--- config.mk ---
export PLATFORM = sky130hd
export DESIGN_NAME = regs_wb_sched
export DESIGN_NICKNAME = d
export VERILOG_FILES = /design/src/rtl/regs_wb_sched.sv
export SDC_FILE = /design/constraint.sdc
export NUM_CORES = 1
export LEC_CHECK = 0
export BUFFER_PORTS_ARGS = -buffer_cell sky130_fd_sc_hd__buf_2
export CORE_MARGIN = 5
export CORE_UTILIZATION = 49
export CTS_CLUSTER_DIAMETER = 50
export DETAILED_ROUTE_END_ITERATION = 8
export PLACE_DENSITY = 0.83
export SYNTH_ARGS = -nofsm -noshare
export SYNTH_HDL_FRONTEND = slang
export SYNTH_SLANG_ARGS = --single-unit
--- constraint.sdc ---
create_clock -name clk -period 10.2 [get_ports clk]
set_clock_uncertainty 0.2 [all_clocks]
set_input_delay 0.51 -clock clk [delete_from_list [all_inputs] [get_ports clk]]
set_output_delay 0.51 -clock clk [all_outputs]
set_load 0.03 [all_outputs]
--- src/rtl/regs_wb_sched.sv ---
// rtl/regs_wb_sched.sv - scoreboard and round-robin write-port scheduler for the DLX register file
// Stalls decode on RAW/WAW against in-flight destinations; issues one regs write per cycle.
module regs_wb_sched #(
  parameter int NREG = 32,
  parameter int DW   = 32
) (
  input  logic            clk,
  input  logic            rst,
  input  logic            iss_valid,
  input  logic [4:0]      iss_rs1,
  input  logic [4:0]      iss_rs2,
  input  logic            iss_use1,
  input  logic            iss_use2,
  input  logic [4:0]      iss_rd,
  input  logic            iss_wr,
  output logic            iss_stall,
  input  logic            alu_valid,
  input  logic [4:0]      alu_rd,
  input  logic [DW-1:0]   alu_data,
  output logic            alu_ready,
  input  logic            mem_valid,
  input  logic [4:0]      mem_rd,
  input  logic [DW-1:0]   mem_data,
  output logic            mem_ready,
  output logic            WB,
  output logic [4:0]      Rd,
  output logic [DW-1:0]   reg_s,
  input  logic            flush,
  output logic [NREG-1:0] busy,
  output logic [5:0]      pending,
  output logic            wb_err
);

  typedef enum logic {LAST_ALU = 1'b0, LAST_MEM = 1'b1} last_e;

  last_e           last_q, last_d;
  logic [NREG-1:0] busy_q, busy_d;
  logic [5:0]      pending_q, pending_d;
  logic            wb_q, wb_d;
  logic [4:0]      rd_q, rd_d;
  logic [DW-1:0]   data_q, data_d;
  logic            err_q, err_d;

  logic            grant_alu, grant_mem, hs;
  logic            issue_set, retire_clr;
  logic [4:0]      g_rd;
  logic [DW-1:0]   g_data;

  function automatic logic is_busy(input logic [NREG-1:0] v, input logic [4:0] idx);
    return (idx != 5'd0) && v[idx];
  endfunction

  always_comb begin
    iss_stall = iss_valid && ((iss_use1 && is_busy(busy_q, iss_rs1)) ||
                              (iss_use2 && is_busy(busy_q, iss_rs2)) ||
                              (iss_wr   && is_busy(busy_q, iss_rd)));
    // On a tie the requester that was not granted last time wins.
    grant_alu  = alu_valid && (!mem_valid || last_q == LAST_MEM);
    grant_mem  = mem_valid && (!alu_valid || last_q == LAST_ALU);
    hs         = grant_alu || grant_mem;
    g_rd       = grant_alu ? alu_rd : mem_rd;
    g_data     = grant_alu ? alu_data : mem_data;
    issue_set  = iss_valid && !iss_stall && iss_wr && (iss_rd != 5'd0);
    // Only a still-busy target retires; writes to cleared registers leave pending alone.
    retire_clr = wb_q && is_busy(busy_q, rd_q);
  end

  assign alu_ready = grant_alu;
  assign mem_ready = grant_mem;

  always_comb begin
    busy_d    = busy_q;
    pending_d = pending_q;
    wb_d      = hs;
    rd_d      = rd_q;
    data_d    = data_q;
    err_d     = err_q;
    last_d    = last_q;

    if (retire_clr) busy_d[rd_q] = 1'b0;
    if (issue_set)  busy_d[iss_rd] = 1'b1;

    if (issue_set && !retire_clr) begin
      pending_d = pending_q + 6'd1;
    end else if (!issue_set && retire_clr) begin
      pending_d = pending_q - 6'd1;
    end

    if (flush) begin
      busy_d    = '0;
      pending_d = '0;
    end

    if (hs) begin
      rd_d   = g_rd;
      data_d = g_data;
      last_d = grant_mem ? LAST_MEM : LAST_ALU;
      if (g_rd != 5'd0 && !is_busy(busy_q, g_rd)) err_d = 1'b1;
    end
  end

  always_ff @(posedge clk) begin
    if (rst) begin
      busy_q    <= '0;
      pending_q <= '0;
      wb_q      <= 1'b0;
      rd_q      <= '0;
      data_q    <= '0;
      err_q     <= 1'b0;
      last_q    <= LAST_ALU;
    end else begin
      busy_q    <= busy_d;
      pending_q <= pending_d;
      wb_q      <= wb_d;
      rd_q      <= rd_d;
      data_q    <= data_d;
      err_q     <= err_d;
      last_q    <= last_d;
    end
  end

  assign WB      = wb_q;
  assign Rd      = rd_q;
  assign reg_s   = data_q;
  assign busy    = busy_q;
  assign pending = pending_q;
  assign wb_err  = err_q;

endmodule

-- After elaboration in Yosys (flattened, before gate mapping)
Cells that the tools add are included.
- flip-flop bits (word level): 78
- bits of input ports: 98
- output and inout port bits: 80
- word-level logic and storage cells: 80
- $add $sub $neg: 2
- order comparisons: 7
- muxes and demuxes: 21
- bitwise gates (word level): 4
- reductions and logical operators: 39
- operators with widths (kind ; number):
    32-bit 2-to-1 mux ; 3
    32-bit AND ; 1
    32-bit NOT ; 1
    32-bit OR ; 1
    5-bit by 6-bit < comparator with 1-bit output (second input constant) ; 5
    1-bit binary-select mux with 5-bit select ; 5
    5-bit nonzero test ; 5
    1-bit logical AND ; 20
    6-bit 2-to-1 mux ; 2
    1-bit demux with 5-bit select ; 2
    5-bit by 1-bit >= comparator with 1-bit output (second input constant) ; 2
    1-bit 2-to-1 mux ; 8
    6-bit by 1-bit adder with 6-bit output (second input constant) ; 1
    1-bit zero test ; 6
    6-bit by 1-bit subtractor with 6-bit output (second input constant) ; 1
    1-bit logical OR ; 5
    5-bit 2-to-1 mux ; 1
    2-bit AND reduction ; 1
    2-bit nonzero test ; 1
    2-bit OR reduction ; 1
    1-bit NOT ; 1

-- Depth between registers and ports, before layout
Gate-level depths: netlist of run 1.
- depth after elaboration: 15
- mapped depth: 18
- mapped depth without buffers: 16

-- Worst setup path after synthesis of run 1
Ideal clock, no wire load.
- path type: input to register
- from: in iss_rs2[0]
- to: reg pending_q[5], in the netlist pending[5]
- arrival: 4.009 ns
- data required time: 9.930 ns
- path slack: 5.921 ns
- cell stages on the path: 17
- buffers on the path: 1
- path through: clkbuf_1 mux4_2 nor2b_1 nor3_1 o31a_1 a21oi_4 and3_1 ha_1 inv_1 ha_1 a21o_1 a21oi_1 o21bai_1 a21oi_1 xnor2_1 or3_1 a21oi_1
- word-level cells in the longest chain between the ends: 14
- RTL lines (element ; line ; text):
    from (decl) ; 11 ; input logic [4:0] iss_rs2,
    1-bit binary-select mux with 5-bit select ; 50 ; return (idx != 5'd0) && v[idx];
    1-bit 2-to-1 mux (implied by the code) ; 50 ;
    1-bit logical AND * ; 50 ;
    1-bit logical AND * ; 55 ; (iss_use2 && is_busy(busy_q, iss_rs2)) ||
    1-bit logical OR * ; 54 ; iss_stall = iss_valid && ((iss_use1 && is_busy(busy_q, iss_rs1)) ||
    1-bit logical OR * ; 55 ;
    1-bit logical AND * ; 54 ;
    1-bit zero test * ; 63 ; issue_set = iss_valid && !iss_stall && iss_wr && (iss_rd != 5'd0);
    1-bit logical AND * (3 in a row) ; 63 ;
    1-bit zero test ; 85 ; end else if (!issue_set && retire_clr) begin
    1-bit logical AND ; 85 ;
    2-bit nonzero test (no source line) ; - ;
    to (signal assigned) ; 113 ; pending_q <= pending_d;
    to (decl) ; 38 ; logic [5:0] pending_q, pending_d;
Every way passes the cells marked *; elsewhere a longest branch is shown, timed or not. The select of a mux whose other input is x is not followed.
A chain may end at the register's enable or synchronous reset.

-- Worst setup path after layout of run 1
- from: reg rd_q[0], in the netlist Rd[0]
- to: reg pending_q[5], in the netlist pending[5]
- word-level cells in the longest chain between the ends: 7
- RTL lines (element ; line ; text):
    from (decl) ; 40 ; logic [4:0] rd_q, rd_d;
    from (signal assigned) ; 115 ; rd_q <= rd_d;
    1-bit binary-select mux with 5-bit select ; 50 ;
    1-bit 2-to-1 mux (implied by the code) ; 50 ;
    1-bit logical AND * ; 50 ;
    1-bit logical AND * ; 65 ; retire_clr = wb_q && is_busy(busy_q, rd_q);
    1-bit zero test ; 83 ; if (issue_set && !retire_clr) begin
    1-bit logical AND ; 83 ;
    6-bit 2-to-1 mux / 2-bit nonzero test (equally long branches) ; - ;
Marks and branches as above.

==> impl_summary.log, run 1 <==
INFO  metric run_status = completed
INFO  metric cts.repair_timing.setup_buffer_count = 0
INFO  metric synth_async_sr_flop_share = 0%
INFO  metric leakagePower = 2.57 nW
INFO  metric place_inst = 829
INFO  metric cell_repeated_most_along_the_worst_path = sky130_fd_sc_hd__a21oi_1
INFO  metric synthDominantCellAreaShare = 31.9%
INFO  metric tritoncts_clock_tree = built
INFO  metric grt_setup_unrepaired = false
INFO  metric design.portCount = 178
INFO  metric synth-xor-area-share = 0.894%
INFO  metric power_density = 122 nW/um^2
INFO  metric synthCells = 558
INFO  metric multi_input_area = 3110 sq um
INFO  metric layout-area-overhead-vs-synth = 22.7%
INFO  metric timing.critical_path.slowest_cell_delay = 0.82 ns
INFO  metric setup.reg_to_reg.worst_slack = 5.81 ns
INFO  metric post_synth_fa_ha_maj_area_fraction = 1.68%
INFO  metric compound_gate_fraction_of_synth_area = 17.3%
INFO  metric yosys-top-cells-area = sky130_fd_sc_hd__dfxtp_1, sky130_fd_sc_hd__mux4_2, sky130_fd_sc_hd__nor2_1
INFO  metric vias_per_cell = 6.27
INFO  metric crit_end_element = flop
INFO  metric synth_top_family_by_area = simple AND/OR/NAND/NOR gates
INFO  metric worstPathBufferInverterCount = 2
INFO  metric grt_pass1_vias = 5100
INFO  metric arrival = 4.46 ns
INFO  metric yosys_warnings = 0
INFO  metric place_hpwl = 12300 um
INFO  metric post_cts_resize_count = 0
INFO  metric worst_tran_pin_value = 1.09 ns
INFO  metric min_path_type = primary input to flop
INFO  metric clkSinkCount = 78
INFO  metric floorplan.initialDensity = 50.1%
INFO  metric start_kind = flop
INFO  metric post_synth_instance_area = 4900 sq um
INFO  metric r2r-end = pending[5]
INFO  metric post_route_cells_drive_above_1_share = 34.4%
INFO  metric criticalPathCategory = flop to flop
INFO  metric reg2reg_depth = 16
INFO  metric timing.setup.tns = 0 ns
INFO  metric ir_worst_vdd = 0.119 mV
INFO  metric buffer_ports.inserted = 177
INFO  metric routed_wirelength = 16900 um
INFO  metric rows = 36
INFO  metric post_synth_num_cell_types = 57
INFO  metric post-route-util = 61.5%
INFO  metric crit_path_cell_trace = mux4_2 -> mux2i_1 -> o22ai_1 -> nor3_1 -> buf_4 -> or3b_2 -> ha_1 -> inv_1 -> ha_1 -> a21o_1 -> a21oi_1 -> o21bai_1 -> a21oi_1 -> xnor2_1 -> or3_1 -> a21oi_1
INFO  metric cts_inserted_buffers = 9
INFO  metric layout.area.seq = 1560 sq um
INFO  metric synth_flop_cell = sky130_fd_sc_hd__dfxtp_1
INFO  metric final-setup-viol-count = 0
INFO  metric synth_nets = 662
INFO  metric groute.usage.overall = 27.4%
INFO  metric insertion_delay = 0.34 ns
INFO  metric hold-worst-slack = 0.230 ns
INFO  metric cts.root.buffer_cell = sky130_fd_sc_hd__clkbuf_8
INFO  metric timing.final.max_slew_violations = 0
INFO  metric critical_path_peak_fanout = 21
INFO  metric timing.hold.worst.start = mem_data[13]
INFO  metric clk_pin_slew_worst_paths = 0.09 ns
INFO  metric finalWorstPathRequiredPeriod = 4.39 ns
INFO  metric drv.max_cap_violation_count = 0
INFO  metric worst_hold_path.num_cells = 3
INFO  metric timing.critical_path.slowest_stage_cell = sky130_fd_sc_hd__dfxtp_1
INFO  metric postSynthRegisterBits = 78
INFO  metric cts-root-to-sink-buffers = 2
INFO  metric timing.slew.headroom = 27.4%
INFO  metric drc = 0
INFO  metric htree_levels = 3
INFO  metric grt_start_max_net_pins = 44
INFO  metric post_cts_hold_buffer_count = 0
INFO  metric fillers = 874
INFO  metric floorplan.die_area = 12100 sq um
INFO  metric fp.dieW = 110 um
INFO  metric die_h = 110 um
INFO  metric drt_wl_cell = 20.0 um
INFO  metric totalPowerFinal = 0.736 mW
INFO  metric synth_sequential_area_ratio = 31.9%
INFO  metric core_region_area = 9770 sq um
INFO  metric grt_first_pass_wirelength = 25800 um
INFO  metric data_required_time_of_the_critical_path = 10.28 ns
INFO  metric min_to = reg_s[13]
INFO  metric grt_overflow = 0
INFO  metric yosys-mux-area-fraction = 19.1%
INFO  metric final_hold_viol_count = 0
INFO  metric drtIter0Drc = 589
INFO  metric period_share = 43.0%
INFO  metric synthesis.area_per_instance = 8.78 sq um
INFO  metric nets = 811
INFO  metric drt-pass1-iter-count = 5
INFO  metric fin_cells = 845
INFO  metric synth_simple_gate_area_share = 24.5%
INFO  metric grt_antenna_before_repair = 0
INFO  metric dr_total_vias = 5298
INFO  metric worst_r2r_startpoint = Rd[0]
INFO  metric final_antenna_net_count = 0
INFO  metric finalWeightedCongestion = 0.908
INFO  metric fmaxAchievable = 228 MHz
INFO  metric num_antenna_cells = 0
INFO  metric synth.largest_area_cell = sky130_fd_sc_hd__dfxtp_1
INFO  metric cp_top_family = compound AO/OA/AOI/OAI gates
INFO  metric synth-edff-count = 0
[layout make-up]
| type | count | share of cell area [%] |
|---|---|---|
| inverter | 15 | 0.936 |
| timing repair buffer | 180 | 15.1 |
| sequential | 78 | 26.0 |
| clock buffer | 12 | 2.58 |
| multi-input combinational | 423 | 51.8 |
| clock inverter | 4 | 0.894 |
| tap | 133 | 2.77 |
[report_power, final]
part	internal (mW)	switching, mW	total, mW
sequential	0.319	0.0156	0.335
combinational	0.0587	0.102	0.161
clock	0.127	0.112	0.240
[stage by stage]
stage / area [sq um] / setup WS (ns)
global placement: 5810 / 5.72
global route: 6020 / 5.50
detailed placement: 5810 / 5.61
floorplan: 4900 / 5.92
CTS: 6020 / 5.83
finish: 6020 / 5.81
[placed cells by master (no fill, tap or decap), types with 14 or more instances in the layout]
cell / count
sky130_fd_sc_hd__o211ai_1: 14
sky130_fd_sc_hd__buf_2: 177
sky130_fd_sc_hd__mux2i_1: 16
sky130_fd_sc_hd__o311ai_0: 19
sky130_fd_sc_hd__dfxtp_1: 78
sky130_fd_sc_hd__o21ai_1: 31
sky130_fd_sc_hd__nor4_1: 30
sky130_fd_sc_hd__nor2_1: 120
sky130_fd_sc_hd__mux4_2: 32
sky130_fd_sc_hd__inv_1: 14
sky130_fd_sc_hd__nand2_1: 20
[metal layers]
metal	wire length, um	global-route usage, %	vias to the layer above	share of wire, %
li1	-	-	2402	-
met1	6280	33.9	2454	37
met2	7600	43.0	379	45
met3	2280	9.32	63	14
met4	710	13.2	0	4.2
met5	0	0	-	0
[registers in the layout, summed over array words and instances, names as in the netlist]
| register | cells |
|---|---|
| reg_s | 32 |
| Rd | 5 |
| last_q | 1 |
| busy | 32 |
| pending | 6 |
| WB | 1 |
| wb_err | 1 |
[worst max-delay path by stage]
stage,from,cells past startpoint,end
floorplan,iss_rs2[0],17,pending[5]
finish,Rd[0],16,pending[5]
CTS,Rd[0],16,pending[5]
detailed placement,iss_rd[0],16,pending[5]
global route,Rd[0],16,pending[5]
global placement,iss_rd[0],16,pending[5]
[worst reg2reg max path, cell delays in order, from the launching register on]
cell and delay (ns):
sky130_fd_sc_hd__dfxtp_1 0.82, sky130_fd_sc_hd__mux4_2 0.37, sky130_fd_sc_hd__mux2i_1 0.09, sky130_fd_sc_hd__o22ai_1 0.23, sky130_fd_sc_hd__nor3_1 0.07, sky130_fd_sc_hd__buf_4 0.21
sky130_fd_sc_hd__or3b_2 0.48, sky130_fd_sc_hd__ha_1 0.23, sky130_fd_sc_hd__inv_1 0.16, sky130_fd_sc_hd__ha_1 0.27, sky130_fd_sc_hd__a21o_1 0.18, sky130_fd_sc_hd__a21oi_1 0.24
sky130_fd_sc_hd__o21bai_1 0.09, sky130_fd_sc_hd__a21oi_1 0.17, sky130_fd_sc_hd__xnor2_1 0.08, sky130_fd_sc_hd__or3_1 0.30, sky130_fd_sc_hd__a21oi_1 0.13
[logic make-up after synthesis]
group / Yosys count
flops: 78
buf+inv: 57
mux: 53
simple gates: 237
xor+xnor: 5
compound gates: 122
fa+ha+maj: 6
[cell usage after synthesis, drive strengths merged, types with 4 or more instances]
cell	number
nand2b	4
nand4	8
dfxtp	78
mux4	32
nor3b	6
nor2	120
a21oi	12
o211ai	14
nand2	20
nor3	7
clkbuf	36
or2	4
mux2	5
buf	6
nand3	10
a211oi	5
a31oi	4
mux2i	16
o311ai	19
inv	14
ha	5
nand3b	5
nor2b	10
o21ai	36
nor4	30
No activity file was read; power rests on OpenSTA's default activity.
==> inputs of run 2 (changes only) <==
ABC_AREA = 1   (was unset)
PLACE_DENSITY = 0.81   (was 0.83)
clock period = 4.2 ns   (was 10.2 ns; I/O delays follow)
==> impl_summary.log, run 2 <==
INFO  metric insertion_delay = 0.35 ns
INFO  metric routed_wirelength = 22300 um
INFO  metric clk_pin_slew_worst_paths = 0.07 ns
INFO  metric drt_wl_cell = 16.2 um
INFO  metric cts.root.buffer_cell = sky130_fd_sc_hd__clkbuf_16
INFO  metric synth_flop_cell = sky130_fd_sc_hd__dfxtp_1
INFO  metric drtIter0Drc = 645
INFO  metric design.portCount = 178
INFO  metric place_inst = 1321
INFO  metric cell_repeated_most_along_the_worst_path = sky130_fd_sc_hd__nand2_1
INFO  metric reg2reg_depth = 20
INFO  metric yosys_warnings = 0
INFO  metric totalPowerFinal = 2.12 mW
INFO  metric crit_path_cell_trace = nor2_2 -> a22oi_1 -> nand2_1 -> nand2_1 -> nand2_1 -> nor2_2 -> nand2_4 -> nand3_4 -> ha_1 -> inv_1 -> ha_1 -> a21oi_1 -> nand2_1 -> nand2_1 -> nand2_1 -> a21oi_1 -> o21ai_0 -> a21o_1 -> o21ai_0 -> a21oi_1
INFO  metric yosys.cell_count.top_type = sky130_fd_sc_hd__nand2_1
INFO  metric ir_worst_vdd = 0.246 mV
INFO  metric final_hold_viol_count = 0
INFO  metric rows = 40
INFO  metric grt_pass1_vias = 7068
INFO  metric drc = 0
INFO  metric power_density = 284 nW/um^2
INFO  metric data_required_time_of_the_critical_path = 4.24 ns
INFO  metric timing.critical_path.slowest_cell_delay = 0.57 ns
INFO  metric run_status = completed
INFO  metric finalWeightedCongestion = 0.992
INFO  metric place_hpwl = 15500 um
INFO  metric min_path_type = primary input to flop
INFO  metric dr_total_vias = 7589
INFO  metric synthCells = 1029
INFO  metric timing.final.max_slew_violations = 0
INFO  metric post_synth_instance_area = 5850 sq um
INFO  metric post_synth_num_cell_types = 34
INFO  metric synthesis.area_per_instance = 5.68 sq um
INFO  metric start_kind = flop
INFO  metric nets = 1327
INFO  metric grt_overflow = 0
INFO  metric layout.area.seq = 1560 sq um
INFO  metric grt_start_max_net_pins = 38
INFO  metric fin_cells = 1375
INFO  metric synth_nets = 1133
INFO  metric synth.largest_area_cell = sky130_fd_sc_hd__dfxtp_1
INFO  metric finalWorstPathRequiredPeriod = 3.75 ns
INFO  metric worst_tran_pin_value = 0.939 ns
INFO  metric cts_inserted_buffers = 9
INFO  metric num_antenna_cells = 0
INFO  metric fp.dieW = 119 um
INFO  metric timing.critical_path.slowest_stage_cell = sky130_fd_sc_hd__nor2_2
INFO  metric compound_gate_fraction_of_synth_area = 15.9%
INFO  metric die_h = 119 um
INFO  metric post_synth_most_frequent_cells = sky130_fd_sc_hd__nand2_1, sky130_fd_sc_hd__nor2_1, sky130_fd_sc_hd__dfxtp_1
INFO  metric postSynthRegisterBits = 78
INFO  metric most_common_cell_after_layout_fill_and_taps_aside = sky130_fd_sc_hd__nand2_1
INFO  metric cts-root-to-sink-buffers = 2
INFO  metric yosys-mux-area-fraction = 0.685%
INFO  metric grt_first_pass_wirelength = 35400 um
INFO  metric clkSinkCount = 78
INFO  metric cts.repair_timing.setup_buffer_count = 0
INFO  metric crit_end_element = flop
INFO  metric synth_top_family_by_area = simple AND/OR/NAND/NOR gates
INFO  metric synthDominantCellAreaShare = 26.7%
INFO  metric critical_path_peak_fanout = 15
INFO  metric layout-area-overhead-vs-synth = 27.9%
INFO  metric post_synth_fa_ha_maj_area_fraction = 1.41%
INFO  metric floorplan.die_area = 14200 sq um
INFO  metric worst_hold_path.num_cells = 5
INFO  metric groute.usage.overall = 30.4%
INFO  metric leakagePower = 3.77 nW
INFO  metric final-setup-viol-count = 0
INFO  metric synth-xor-area-share = 0.599%
INFO  metric synth_async_sr_flop_share = 0%
INFO  metric layout.cells.most_common_list = sky130_fd_sc_hd__nand2_1, sky130_fd_sc_hd__buf_2, sky130_fd_sc_hd__nor2_1, sky130_fd_sc_hd__dfxtp_1, sky130_fd_sc_hd__inv_1
INFO  metric buffer_ports.inserted = 177
INFO  metric arrival = 3.80 ns
INFO  metric synth-edff-count = 0
INFO  metric htree_levels = 3
INFO  metric period_share = 89.3%
INFO  metric fillers = 1130
INFO  metric grt_antenna_before_repair = 0
INFO  metric criticalPathCategory = flop to flop
INFO  metric grt_setup_unrepaired = false
INFO  metric hold-worst-slack = 0.00708 ns
INFO  metric drt-pass1-iter-count = 6
INFO  metric tritoncts_clock_tree = built
INFO  metric synth_sequential_area_ratio = 26.7%
INFO  metric multi_input_area = 3690 sq um
INFO  metric final_antenna_net_count = 0
INFO  metric yosys-top-cells-area = sky130_fd_sc_hd__dfxtp_1, sky130_fd_sc_hd__nand2_1, sky130_fd_sc_hd__nor2_1
INFO  metric drv.max_cap_violation_count = 0
INFO  metric synth_simple_gate_area_share = 44.4%
INFO  metric floorplan.initialDensity = 49.3%
INFO  metric post_route_cells_drive_above_1_share = 19.2%
INFO  metric post-route-util = 63.0%
INFO  metric fmaxAchievable = 267 MHz
INFO  metric timing.slew.headroom = 37.3%
INFO  metric timing.setup.tns = 0 ns
INFO  metric vias_per_cell = 5.52
INFO  metric core_region_area = 11900 sq um
==> run 2: changes by cell type after synthesis, moves of 31 or more <==
| cell | before | now |
|---|---|---|
| sky130_fd_sc_hd__a21oi_1 | 11 | 69 |
| sky130_fd_sc_hd__inv_1 | 14 | 76 |
| sky130_fd_sc_hd__mux4_2 | 32 | 0 |
| sky130_fd_sc_hd__nand2_1 | 20 | 389 |
| sky130_fd_sc_hd__nand3_1 | 10 | 62 |
| sky130_fd_sc_hd__o21ai_0 | 5 | 65 |
| sky130_fd_sc_hd__o21ai_1 | 31 | 0 |
==> run 2: final timing paths <==
path | start | to | slack, ns
worst max register to register | Rd[0] | pending[5] | 0.45
worst min register to register | wb_err | wb_err | 0.26
worst max-delay path | Rd[0] | pending[5] | 0.45
worst min-delay path | alu_data[15] | reg_s[15] | 0.007
==> run 2: kinds of logic (layout without fill, tap and decap cells) <==
logic type	count (synthesis)	after routing
compound gates	167	167
xor+xnor	4	4
fa+ha+maj	6	6
buf+inv	140	339
flops	78	78
mux	4	4
simple gates	630	630
==> run 2: repair_timing <==
item	CTS	global route
hold endpoints to repair	32	0
resized for setup	0	0
hold buffers	38	0
==> run 2: worst max-delay path: cells and delay by family (launching register included) <==
| family | cells | cell delay, ns |
|---|---|---|
| simple gates | 10 | 1.25 |
| compound gates | 7 | 1.06 |
| fa+ha+maj | 2 | 0.56 |
| flops | 1 | 0.41 |
| buf+inv | 1 | 0.16 |
==> run 2: layout make-up <==
class | instances | share of cell area [%]
timing repair buffer | 239 | 19.3
inverter | 84 | 4.22
sequential | 78 | 20.9
clock buffer | 10 | 3.20
tap | 147 | 2.46
clock inverter | 6 | 0.602
multi-input combinational | 811 | 49.3
==> run 2: power by group <==
group          switching [mW]  total (mW)  internal, mW
registers              0.0307       0.808         0.778
clock network           0.338       0.758         0.419
logic                   0.371       0.555         0.185
==> run 2: metal layers <==
metal  vias up  global-route usage [%]  part of all wire [%]
li1       3718                       -                     -
met1      3341                    38.4                    39
met2       469                    49.0                    46
met3        61                    7.55                    11
met4         0                    13.2                   3.2
met5         -                       0                     0
==> run 2: stage by stage <==
| step | setup WS [ns] | instance area (sq um) |
|---|---|---|
| 2_1_floorplan | 0.729 | 5850 |
| 3_3_place_gp | 0.601 | 6810 |
| 3_5_place_dp | 0.503 | 6810 |
| 4_1_cts | 0.498 | 7480 |
| 5_1_grt | 0.140 | 7480 |
| 6_report | 0.449 | 7480 |
==> inputs of run 3 (changes only) <==
clock period = 4.6 ns   (was 4.2 ns; I/O delays follow)
==> impl_summary.log, run 3 (same netlist as run 2, synthesis figures left out) <==
INFO  metric run_status = completed
INFO  metric core_region_area = 11900 sq um
INFO  metric floorplan.initialDensity = 49.3%
INFO  metric rows = 40
INFO  metric crit_end_element = flop
INFO  metric grt_first_pass_wirelength = 34500 um
INFO  metric final_hold_viol_count = 0
INFO  metric post-route-util = 60.4%
INFO  metric worst_tran_pin_value = 0.937 ns
INFO  metric min_path_type = primary input to flop
INFO  metric drtIter0Drc = 814
INFO  metric insertion_delay = 0.34 ns
INFO  metric reg2reg_depth = 20
INFO  metric groute.usage.overall = 29.5%
INFO  metric crit_start = Rd[0]
INFO  metric power_density = 271 nW/um^2
INFO  metric grt_start_max_net_pins = 38
INFO  metric place_hpwl = 15400 um
INFO  metric drt-pass1-iter-count = 6
INFO  metric finalWorstPathRequiredPeriod = 3.90 ns
INFO  metric dr_total_vias = 7383
INFO  metric drv.max_cap_violation_count = 0
INFO  metric criticalPathCategory = flop to flop
INFO  metric hold-worst-slack = 0.00490 ns
INFO  metric layout-area-overhead-vs-synth = 22.5%
INFO  metric power.sequential.fraction = 37.9%
INFO  metric grt_setup_unrepaired = false
INFO  metric timing.critical_path.slowest_stage_cell = sky130_fd_sc_hd__nor2_2
INFO  metric r2r-end = pending[5]
INFO  metric nets = 1290
INFO  metric layout.cells.most_common_list = sky130_fd_sc_hd__nand2_1, sky130_fd_sc_hd__buf_2, sky130_fd_sc_hd__nor2_1, sky130_fd_sc_hd__dfxtp_1, sky130_fd_sc_hd__inv_1
INFO  metric cts.repair_timing.setup_buffer_count = 0
INFO  metric layout.area.seq = 1560 sq um
INFO  metric multi_input_area = 3690 sq um
INFO  metric final_antenna_net_count = 0
INFO  metric drt_wl_cell = 15.9 um
INFO  metric power.switching_fraction = 33.4%
INFO  metric fp.dieW = 119 um
INFO  metric grt_pass1_vias = 6764
INFO  metric cell_repeated_most_along_the_worst_path = sky130_fd_sc_hd__nand2_1
INFO  metric cts-root-to-sink-buffers = 2
INFO  metric setup.reg_to_reg.worst_slack = 0.70 ns
INFO  metric leakagePower = 3.61 nW
INFO  metric arrival = 3.93 ns
INFO  metric internal_power = 1.29 mW
INFO  metric fin_cells = 1339
INFO  metric start_kind = flop
INFO  metric total_switching_power = 0.648 mW
INFO  metric period_share = 84.8%
INFO  metric cts_inserted_buffers = 9
INFO  metric timing.final.max_slew_violations = 0
INFO  metric drc = 0
INFO  metric worst_r2r_startpoint = Rd[0]
INFO  metric design.portCount = 178
INFO  metric post_route_cells_drive_above_1_share = 18.5%
INFO  metric most_common_cell_after_layout_fill_and_taps_aside = sky130_fd_sc_hd__nand2_1
INFO  metric place_inst = 1306
INFO  metric grt_antenna_before_repair = 2
INFO  metric critical_path_peak_fanout = 32
INFO  metric timing.setup.tns = 0 ns
INFO  metric grt_overflow = 0
INFO  metric clkSinkCount = 78
INFO  metric ir_worst_vdd = 0.162 mV
INFO  metric tritoncts_clock_tree = built
INFO  metric timing.critical_path.slowest_cell_delay = 0.54 ns
INFO  metric totalPowerFinal = 1.94 mW
INFO  metric post_cts_hold_buffer_count = 16
INFO  metric vias_per_cell = 5.51
INFO  metric buffer_ports.inserted = 177
INFO  metric timing.hold.worst.start = mem_data[12]
INFO  metric finalWeightedCongestion = 0.996
INFO  metric timing.slew.headroom = 37.5%
INFO  metric final-setup-viol-count = 0
INFO  metric die_h = 119 um
INFO  metric htree_levels = 3
INFO  metric clk_pin_slew_worst_paths = 0.06 ns
INFO  metric routed_wirelength = 21200 um
INFO  metric post_cts_resize_count = 0
INFO  metric crit_path_cell_trace = nor2_2 -> a22oi_1 -> nand2_1 -> nand2_1 -> nand2_1 -> nor2_2 -> nand2_4 -> nand3_4 -> ha_1 -> inv_1 -> ha_1 -> a21oi_1 -> nand2_1 -> nand2_1 -> nand2_1 -> a21oi_1 -> o21ai_0 -> a21o_1 -> o21ai_0 -> a21oi_1
INFO  metric fillers = 1189
INFO  metric power.share.clock = 37.4%
INFO  metric cts.root.buffer_cell = sky130_fd_sc_hd__clkbuf_16
INFO  metric floorplan.die_area = 14200 sq um
INFO  metric fmaxAchievable = 256 MHz
INFO  metric critPathCapture = pending[5]
INFO  metric share_comb_of_total_power = 24.6%
INFO  metric data_required_time_of_the_critical_path = 4.63 ns
## run 3: worst min path at each step
stage / to / slack (ns) / cells after the start
after floorplan: last_q / 0.21 / 2
after global placement: wb_err / 0.24 / 2
after detailed placement: wb_err / 0.24 / 2
after CTS: reg_s[11] / 0.003 / 3
after global routing: reg_s[19] / 0.01 / 3
final: reg_s[12] / 0.005 / 3
## run 3: power by group through the flow
stage / registers, mW / logic [mW] / clock network [mW]
finish: 0.736 / 0.478 / 0.727
global route: 0.741 / 0.525 / 0.767
CTS: 0.736 / 0.472 / 0.730
detailed placement: 0.749 / 0.457 / 0
global placement: 0.748 / 0.453 / 0
floorplan: 0.815 / 0.252 / 0
## run 3: worst max-delay path, delay by kind of cell (launching register included)
family / cells / cell delay, ns
adders and majority gates: 2 / 0.55
and+or+nand+nor: 10 / 1.44
AOI/OAI and AO/OA: 7 / 1.00
DFF: 1 / 0.40
buffers and inverters: 1 / 0.17
## run 3: cell type report
type | instances | share of cell area [%]
diodes | 1 | 0.0349
clock buffers | 11 | 3.39
clock inverters | 5 | 0.821
inverters | 84 | 4.40
multi-input cells | 811 | 51.5
flip-flops and latches | 78 | 21.8
well taps | 147 | 2.57
repair buffers | 202 | 15.5
## run 3: through the flow
stage	setup WS [ns]	area, sq um
global placement	0.950	6700
global route	0.356	7170
floorplan	1.13	5850
CTS	0.760	7160
detailed placement	0.803	6700
finish	0.701	7170
## run 3: routing by layer
layer  up-vias  share of wire (%)  global-route usage, %
met3        61                 12                   8.31
met4         2                3.1                   10.6
li1       3640                  -                      -
met5         -              0.061                      0
met2       425                 45                   47.7
met1      3255                 40                   37.5
